## src/rtl/fwd_bypass_if.sv

```systemverilog
// Operand-forwarding bus between the ID-stage controller and fwd_bypass_net.
// master drives the pipeline view; slave is the forwarding network.
interface fwd_bypass_if #(
    parameter int unsigned DW     = 32,
    parameter int unsigned AW     = 5,
    parameter int unsigned NSTAGE = 2,
    parameter int unsigned NPORT  = 2
);
    localparam int unsigned SW = $clog2(NSTAGE + 2);

    logic                  hold;
    logic                  flush;
    logic                  ex_we;
    logic [AW-1:0]         ex_waddr;
    logic                  ex_is_load;
    logic [DW-1:0]         ex_wdata;
    logic [DW-1:0]         mem_rdata;
    logic [NPORT-1:0]      rd_en;
    logic [NPORT*AW-1:0]   rd_addr;
    logic [NPORT*DW-1:0]   rf_rdata;
    logic [NPORT*DW-1:0]   op_data;
    logic [NPORT*SW-1:0]   fwd_src;
    logic                  lu_stall;
    logic [31:0]           stat_fwd;
    logic [31:0]           stat_stall;

    modport master (
        output hold, flush, ex_we, ex_waddr, ex_is_load, ex_wdata, mem_rdata,
               rd_en, rd_addr, rf_rdata,
        input  op_data, fwd_src, lu_stall, stat_fwd, stat_stall
    );

    modport slave (
        input  hold, flush, ex_we, ex_waddr, ex_is_load, ex_wdata, mem_rdata,
               rd_en, rd_addr, rf_rdata,
        output op_data, fwd_src, lu_stall, stat_fwd, stat_stall
    );
endinterface

```

## src/rtl/fwd_bypass_net.sv

```systemverilog
// Generalised operand-forwarding network: tracks in-flight writes MEM..WB and
// returns the youngest value per read port. Optional counters under FWD_STATS_EN.
module fwd_bypass_net #(
    parameter int unsigned DW     = 32,
    parameter int unsigned AW     = 5,
    parameter int unsigned NSTAGE = 2,
    parameter int unsigned NPORT  = 2
) (
    input  logic          clk,
    input  logic          rst_n,
    fwd_bypass_if.slave   bus
);
    localparam int unsigned SW = $clog2(NSTAGE + 2);

    typedef struct packed {
        logic          v;
        logic [AW-1:0] addr;
        logic          load;
        logic [DW-1:0] data;
    } entry_t;

    entry_t        stg_q    [NSTAGE];
    logic [DW-1:0] stg_data [NSTAGE];
    entry_t        s0_in;
    entry_t        s1_in;
    logic          adv;

    logic [NPORT*DW-1:0] op_data;
    logic [NPORT*SW-1:0] fwd_src;
    logic [NPORT-1:0]    haz;

    // flush dominates hold: a bubble still shifts in
    assign adv = !bus.hold || bus.flush;

    always_comb begin
        s0_in      = '0;
        s0_in.v    = bus.ex_we && !bus.flush && (bus.ex_waddr != '0);
        s0_in.addr = bus.ex_waddr;
        s0_in.load = bus.ex_is_load;
        s0_in.data = bus.ex_wdata;
        s1_in      = stg_q[0];
        if (stg_q[0].load) begin
            s1_in.data = bus.mem_rdata;
        end
    end

    always_ff @(posedge clk or negedge rst_n) begin
        if (!rst_n) begin
            for (int k = 0; k < NSTAGE; k++) begin
                stg_q[k] <= '0;
            end
        end else if (adv) begin
            stg_q[0] <= s0_in;
            for (int k = 1; k < NSTAGE; k++) begin
                stg_q[k] <= (k == 1) ? s1_in : stg_q[k-1];
            end
        end
    end

    // MEM stage forwards live load data; later stages already hold resolved data
    always_comb begin
        for (int k = 0; k < NSTAGE; k++) begin
            stg_data[k] = stg_q[k].data;
        end
        if (stg_q[0].load) begin
            stg_data[0] = bus.mem_rdata;
        end
    end

    // Per-port lookup; descending scan lets the smallest matching k win
    always_comb begin
        op_data = bus.rf_rdata;
        fwd_src = '0;
        haz     = '0;
        for (int p = 0; p < NPORT; p++) begin
            if (bus.rd_en[p] && (bus.rd_addr[p*AW +: AW] != '0)) begin
                if (bus.ex_we && (bus.ex_waddr == bus.rd_addr[p*AW +: AW])) begin
                    fwd_src[p*SW +: SW] = SW'(1);
                    op_data[p*DW +: DW] = bus.ex_wdata;
                    haz[p]              = bus.ex_is_load;
                end else begin
                    for (int k = NSTAGE - 1; k >= 0; k--) begin
                        if (stg_q[k].v && (stg_q[k].addr == bus.rd_addr[p*AW +: AW])) begin
                            fwd_src[p*SW +: SW] = SW'(k + 2);
                            op_data[p*DW +: DW] = stg_data[k];
                        end
                    end
                end
            end
        end
    end

    assign bus.op_data  = op_data;
    assign bus.fwd_src  = fwd_src;
    assign bus.lu_stall = |haz;

`ifdef FWD_STATS_EN
    localparam int unsigned CW = $clog2(NPORT + 1);

    logic [CW-1:0] fwd_cnt;
    logic [32:0]   fwd_sum;
    logic [31:0]   stat_fwd_q;
    logic [31:0]   stat_stall_q;

    always_comb begin
        fwd_cnt = '0;
        for (int p = 0; p < NPORT; p++) begin
            if ((fwd_src[p*SW +: SW] != '0) && !haz[p]) begin
                fwd_cnt = fwd_cnt + CW'(1);
            end
        end
    end

    assign fwd_sum = {1'b0, stat_fwd_q} + 33'(fwd_cnt);

    // Saturating counters, deliberately not gated by hold
    always_ff @(posedge clk or negedge rst_n) begin
        if (!rst_n) begin
            stat_fwd_q   <= '0;
            stat_stall_q <= '0;
        end else begin
            stat_fwd_q <= fwd_sum[32] ? 32'hFFFF_FFFF : fwd_sum[31:0];
            if (bus.lu_stall && (stat_stall_q != 32'hFFFF_FFFF)) begin
                stat_stall_q <= stat_stall_q + 32'd1;
            end
        end
    end

    assign bus.stat_fwd   = stat_fwd_q;
    assign bus.stat_stall = stat_stall_q;
`else
    assign bus.stat_fwd   = '0;
    assign bus.stat_stall = '0;
`endif

endmodule
```

## src/flat_wrapper.sv

```systemverilog
// flat-port wrapper written by rule: the top's interface ports become plain ports
module fwd_bypass_net_flat 
#(
    parameter int unsigned DW     = 32,
    parameter int unsigned AW     = 5,
    parameter int unsigned NSTAGE = 2,
    parameter int unsigned NPORT  = 2
)
  (clk, rst_n, bus_hold, bus_flush, bus_ex_we, bus_ex_waddr, bus_ex_is_load, bus_ex_wdata, bus_mem_rdata, bus_rd_en, bus_rd_addr, bus_rf_rdata, bus_op_data, bus_fwd_src, bus_lu_stall, bus_stat_fwd, bus_stat_stall);
  fwd_bypass_if #(.DW(DW), .AW(AW), .NSTAGE(NSTAGE), .NPORT(NPORT)) bus_i ();
  input  logic clk;
  input  logic rst_n;
  input wire logic [$bits(bus_i.hold)-1:0] bus_hold;
  input wire logic [$bits(bus_i.flush)-1:0] bus_flush;
  input wire logic [$bits(bus_i.ex_we)-1:0] bus_ex_we;
  input wire logic [$bits(bus_i.ex_waddr)-1:0] bus_ex_waddr;
  input wire logic [$bits(bus_i.ex_is_load)-1:0] bus_ex_is_load;
  input wire logic [$bits(bus_i.ex_wdata)-1:0] bus_ex_wdata;
  input wire logic [$bits(bus_i.mem_rdata)-1:0] bus_mem_rdata;
  input wire logic [$bits(bus_i.rd_en)-1:0] bus_rd_en;
  input wire logic [$bits(bus_i.rd_addr)-1:0] bus_rd_addr;
  input wire logic [$bits(bus_i.rf_rdata)-1:0] bus_rf_rdata;
  output wire logic [$bits(bus_i.op_data)-1:0] bus_op_data;
  output wire logic [$bits(bus_i.fwd_src)-1:0] bus_fwd_src;
  output wire logic [$bits(bus_i.lu_stall)-1:0] bus_lu_stall;
  output wire logic [$bits(bus_i.stat_fwd)-1:0] bus_stat_fwd;
  output wire logic [$bits(bus_i.stat_stall)-1:0] bus_stat_stall;
  assign bus_i.hold = bus_hold;
  assign bus_i.flush = bus_flush;
  assign bus_i.ex_we = bus_ex_we;
  assign bus_i.ex_waddr = bus_ex_waddr;
  assign bus_i.ex_is_load = bus_ex_is_load;
  assign bus_i.ex_wdata = bus_ex_wdata;
  assign bus_i.mem_rdata = bus_mem_rdata;
  assign bus_i.rd_en = bus_rd_en;
  assign bus_i.rd_addr = bus_rd_addr;
  assign bus_i.rf_rdata = bus_rf_rdata;
  assign bus_op_data = bus_i.op_data;
  assign bus_fwd_src = bus_i.fwd_src;
  assign bus_lu_stall = bus_i.lu_stall;
  assign bus_stat_fwd = bus_i.stat_fwd;
  assign bus_stat_stall = bus_i.stat_stall;
  fwd_bypass_net #(.DW(DW), .AW(AW), .NSTAGE(NSTAGE), .NPORT(NPORT)) u_core (.clk(clk), .rst_n(rst_n), .bus(bus_i));
endmodule
```

## config.mk

```make
export PLATFORM = sky130hd
export DESIGN_NAME = fwd_bypass_net_flat
export DESIGN_NICKNAME = d
export VERILOG_FILES = /design/src/rtl/fwd_bypass_if.sv /design/src/rtl/fwd_bypass_net.sv /design/src/flat_wrapper.sv
export SDC_FILE = /design/constraint.sdc
export NUM_CORES = 1
export LEC_CHECK = 0
export CAP_MARGIN = 25
export CORE_ASPECT_RATIO = 0.6
export CORE_MARGIN = 1
export CORE_UTILIZATION = 35
export CTS_BUF_LIST = sky130_fd_sc_hd__clkbuf_8
export DETAILED_ROUTE_END_ITERATION = 10
export PLACE_DENSITY_LB_ADDON = 0.1
export SLEW_MARGIN = 20
export SYNTH_ARGS = -nofsm -noshare
export SYNTH_HDL_FRONTEND = slang
export SYNTH_SLANG_ARGS = --single-unit
```

## constraint.sdc

```tcl
create_clock -name clk -period 2.7 [get_ports clk]
set_clock_uncertainty 0.1 [all_clocks]
set_input_delay 0.54 -clock clk [delete_from_list [all_inputs] [get_ports clk]]
set_output_delay 0.54 -clock clk [all_outputs]
set_load 0.02 [all_outputs]
```

Word-level counts from Yosys, hierarchy flattened
Index checks and enable logic that the tools add are counted.
W data, S select, Z words.

storage, ports and cells
  register bits after elaboration = 77
  input port bits = 151
  word-level logic and storage cells = 51

operators by class
  equality and inequality tests = 6
  muxes and demuxes = 21
  reduce and logical (&&, ||, !) cells = 17

operator list
  cell                 count
  $mux W32             9
  $eq A5 B5 Y1         6
  $mux W2              8
  $reduce_bool A5 Y1   3
  $logic_and A1 B1 Y1  10
  $mux W1              4
  $logic_not A1 Y1     2
  $reduce_or A2 Y1     1
  $logic_or A1 B1 Y1   1

Depth between registers and ports, before layout
  depth after elaboration = 6
  mapped depth = 9
  mapped depth without buffers = 5

Worst setup path before layout
No wires, ideal clock.

  kind = input port to output port
  start point = in bus_rd_addr[5]
  end point = out bus_op_data[33]
  arrival time = 2.313 ns
  data required time = 2.060 ns
  path slack = -0.253 ns
  cell stages on the path = 9
  buffers on the path = 4
  cells stage by stage = buf_2 -> xnor2_1 -> nand2_1 -> or2_0 -> buf_2 -> or3_1 -> buf_2 -> buf_6 -> o221ai_1

on the way
  longest elaborated chain between the ends = 6
  elaborated cells between the ends (all ways) = 12
  those cells by class = eq/ne: 3; mux: 4; reduce/logical: 5

RTL lines
  what                    line                  text
  start, declared         flat_wrapper.sv:21    input wire logic [$bits(bus_i.rd_addr)-1:0] bus_rd_addr;
  $eq A5 B5 Y1            fwd_bypass_net.sv:83  if (stg_q[k].v && (stg_q[k].addr == bus.rd_addr[p*AW +: AW])) begin
  $logic_and A1 B1 Y1     fwd_bypass_net.sv:83
  $mux W32 (2 in series)  fwd_bypass_net.sv:83
  $mux W32                fwd_bypass_net.sv:77  if (bus.ex_we && (bus.ex_waddr == bus.rd_addr[p*AW +: AW])) begin
  $mux W32 *              fwd_bypass_net.sv:76  if (bus.rd_en[p] && (bus.rd_addr[p*AW +: AW] != '0)) begin
  end, declared           flat_wrapper.sv:23    output wire logic [$bits(bus_i.op_data)-1:0] bus_op_data;

Every way passes the cells marked *; elsewhere a longest branch is shown, timed or not.

Worst setup path in the final report
  start point = reg u_core.stg_q[36] in the netlist's numbering
  end point = out bus_op_data[33]

on the way
  longest elaborated chain between the ends = 6

RTL lines
  what                             line                  text
  start, declared                  fwd_bypass_net.sv:22  entry_t stg_q [NSTAGE];
  start signal, assigned by index  fwd_bypass_net.sv:55  stg_q[k] <= (k == 1) ? s1_in : stg_q[k-1];
  $eq A5 B5 Y1                     fwd_bypass_net.sv:83
  $logic_and A1 B1 Y1              fwd_bypass_net.sv:83
  $mux W32 (2 in series)           fwd_bypass_net.sv:83
  $mux W32                         fwd_bypass_net.sv:77
  $mux W32                         fwd_bypass_net.sv:76

No other way between the ends.

==> impl_results.md <==
- Switch share: 34.6%
- Mapped Area: 6910 um^2
- HPWL Detailed: 21,400 um
- Crit share post-route: 114%
- # fillers: 1,601
- Final instance area: 12,100 um^2
- Cells after DPL: 1,352
- Cell leakage power: 0.00515 uW
- Synth Flop Type: dfrtp_1
- Vias per cell: 5.58
- Worst skew pair latency: 380 ps
- Slew Viols, Final: 0
- CP Capture Type: output pin
- I/O pin cnt: 284
- Initial antenna violation count: 1
- PwrDens: 366 nW/um^2
- Most frequent cell after synthesis: dfrtp_1
- Fmax: 326 MHz
- Max-Cap Viols: 0
- Reg clk slew, reported paths: 90 ps
- Width of the die: 183 um
- Flops & latches, synth: 77
- Synthesized area per cell: 8.79 um^2
- Comb power frac: 41.9%
- Vias in the first global route: 7,547
- Drt drc: 0
- Via count: 7,859
- Core Region: 19,200 um^2
- Htree depth: 3
- Routability Congestion: 0.876
- Mapped Cells: 787
- Fin crit period: 3070 ps
- Worst path bufs/invs: 3
- Status: complete, but fails checks
- Share of the synthesized area in the top cell type: 27.9%
- FFs w/ async S/R, synth: 100%
- Leading area contributor after synthesis: dfrtp_1
- DIE AREA: 20,300 um^2
- Total global-route track usage: 29.5%
- RSZ-0062 raised after global routing: true
- Starting density of the core: 36.1%
- Setup TNS: -19,400 ps
- Crit Path Max Fanout: 6
- CP top delay family: buffers and inverters
- Wire per inst: 21.8 um
- # rows: 39
- Post-DRT Antenna Nets: 0
- DIE HEIGHT: 111 um
- Crit path cell chain: xor2_2 -> nor4_2 -> buf_4 -> nand3_4 -> bufbuf_16 -> mux2i_2 -> o221ai_4 -> buf_6
- Maximum vdd drop: 0.000181 V
- EDFF count, synth: 0
- Critical Path RT: 2060 ps
- Crit path DAT: 2430 ps
- Setup Viol. Count Final: 69
- P_sw: 1530 uW
- Buffers on Ports: 219
- Global-route wire length before repair: 45,700 um
- Worst setup path class: flop to output pin
- Internal power: 2910 uW
- FF-to-FF Start: u_core.s1_in[32]
- Final worst setup slack: -367 ps
- Max-slew headroom: 66.5%
- Largest net degree at the start of global routing: 64
- Reg power frac: 31.8%
- CTS Hold Buffers Added: 0
- Worst Max-Slew Pin Slew: 489 ps
- Hold Crit Class: input pin to async pin
- Drt first pass iters: 5
- YS warnings: 0
- Root Buffer: clkbuf_8
- Worst setup SP type: flop
- Post-synth top cells: dfrtp_1 (77), buf_4 (64), mux2i_1 (64)
- TritonCTS clock tree: yes
- Violated checks: negative setup slack
- P&R area growth vs syn: 75.3%
- # nets final: 1,287
- Final Hold Viols: 0
- Clock network power share: 26.3%
- Total gr overflow: 0
- Placement Cell Area: 10,600 um^2
- Post-synth cell types: 56
- Final WL: 30,700 um
- TritonCTS Buffers: 9
- CTS Sinks: 77
- Worst path max stage delay: 450 ps
- Layout cells sized above 1: 41.7%
- DRT iter0 DRCs: 816
- Most area-consuming cells after synthesis: dfrtp_1 (28%), mux2i_1 (9.3%), mux2_2 (8.5%)
- Post-route insts no fill: 1,408
- Max Root-Sink Buffers: 2
- Sequential-to-total area share from yosys stat: 27.9%
- CP max stage cell: dfrtp_2
- Crit path launch: u_core.stg_q[36]
==> final cells by class <==
cell class	instances	area (um^2)	area share, %
repair buffers	407	4140	34.1
inverters	5	18.8	0.155
multi-input cells	636	5440	44.9
clock inverters	4	93.8	0.774
clock buffers	12	165	1.36
well taps	266	333	2.75
diodes	1	2.50	0.0206
flip-flops and latches	77	1930	15.9
==> final timing paths <==
kind | end | slack (ps) | depth (start not counted)
max | bus_op_data[33] | -370 | 8
min | u_core.stg_q[64] | 7 | 1
max reg2reg | u_core.stg_data[2] | 910 | 4
min reg2reg | u_core.stg_q[45] | 410 | 1
max in group asynchronous | u_core.stg_q[61] | 1850 | 2
min in group clk | u_core.stg_q[45] | 410 | 1
==> worst reg2reg max path, stage by stage, from the launching register on <==
cell and delay (ps):
dfrtp_2 460, buf_4 340, mux2i_1 510, buf_4 190
a21oi_1 60
==> per-layer routing <==
layer / global-route usage [%] / wire length [um] / vias up
met5: 0 / 0 / -
met4: 6.72 / 460 / 0
met3: 6.34 / 3020 / 36
met2: 42.3 / 13000 / 456
li1: - / - / 3552
met1: 44.4 / 14200 / 3815
==> stage by stage <==
stage / setup WS, ps / utilization, % / hold WS, ps / power [uW]
6_report: -367 / 63.2 / 7.28 / 4440
5_1_grt: -470 / 63.2 / 29.9 / 4620
4_1_cts: -400 / 60.9 / 24.6 / 4350
3_5_place_dp: -1180 / 55.1 / 393 / 3050
3_3_place_gp: -1160 / 55.1 / 388 / 3030
2_1_floorplan: -47.5 / - / 144 / 2240
==> state kept, by name, indices dropped and copies added (netlist names) <==
register,count
u_core.stg_data,32
u_core.stg_q,38
u_core.s1_in,7
==> placed cells by master (no fill, tap or decap), types with 6 or more instances in the layout <==
cell / netlist / layout
mux2_2: 52 / 52
clkbuf_8: 0 / 12
o21ai_1: 1 / 8
o221ai_2: 7 / 9
buf_2: 18 / 7
o21ai_0: 38 / 24
a311oi_2: 0 / 15
o21ai_2: 2 / 7
a2bb2oi_1: 28 / 24
and2_1: 14 / 10
nand2_1: 61 / 57
buf_4: 64 / 164
nand2b_1: 8 / 6
a21oi_1: 33 / 31
and4_1: 9 / 8
a211oi_2: 1 / 9
o2111ai_1: 13 / 13
o211ai_1: 34 / 34
conb_1: 1 / 64
xor2_1: 8 / 6
nor3_1: 18 / 16
inv_1: 5 / 6
clkdlybuf4s50_1: 0 / 132
mux2i_2: 0 / 6
o221ai_4: 0 / 11
buf_12: 0 / 20
buf_6: 1 / 58
dfrtp_1: 77 / 72
buf_8: 0 / 7
mux2i_1: 64 / 51
xnor2_2: 0 / 17
nand3_1: 7 / 6
nor2_1: 47 / 46
mux2i_4: 0 / 7
==> cell families after synthesis <==
family | Yosys count | synth area share (%)
AOI/OAI and AO/OA | 230 | 25.0
xor gates and xnor gates | 30 | 3.80
muxes | 116 | 17.7
buffers and inverters | 137 | 11.3
and+or+nand+nor | 196 | 14.2
DFF | 77 | 27.9
other | 1 | 0.0542
==> power groups by stage <==
stage          registers, uW  logic, uW  clock network, uW
2_1_floorplan           1360        879                  0
3_3_place_gp            1400       1630                  0
3_5_place_dp            1400       1650                  0
4_1_cts                 1390       1780               1180
5_1_grt                 1420       1960               1230
6_report                1410       1860               1170
==> what timing repair did <==
| item | 4_1_cts | 5_1_grt |
|---|---|---|
| buffers inserted | 19 | 10 |
| pin swaps | 73 | 38 |
| gates resized for setup | 556 | 56 |
| setup endpoints to repair | 69 | 69 |
| cloned | 9 | 3 |
No activity file was read; power rests on OpenSTA's default activity.
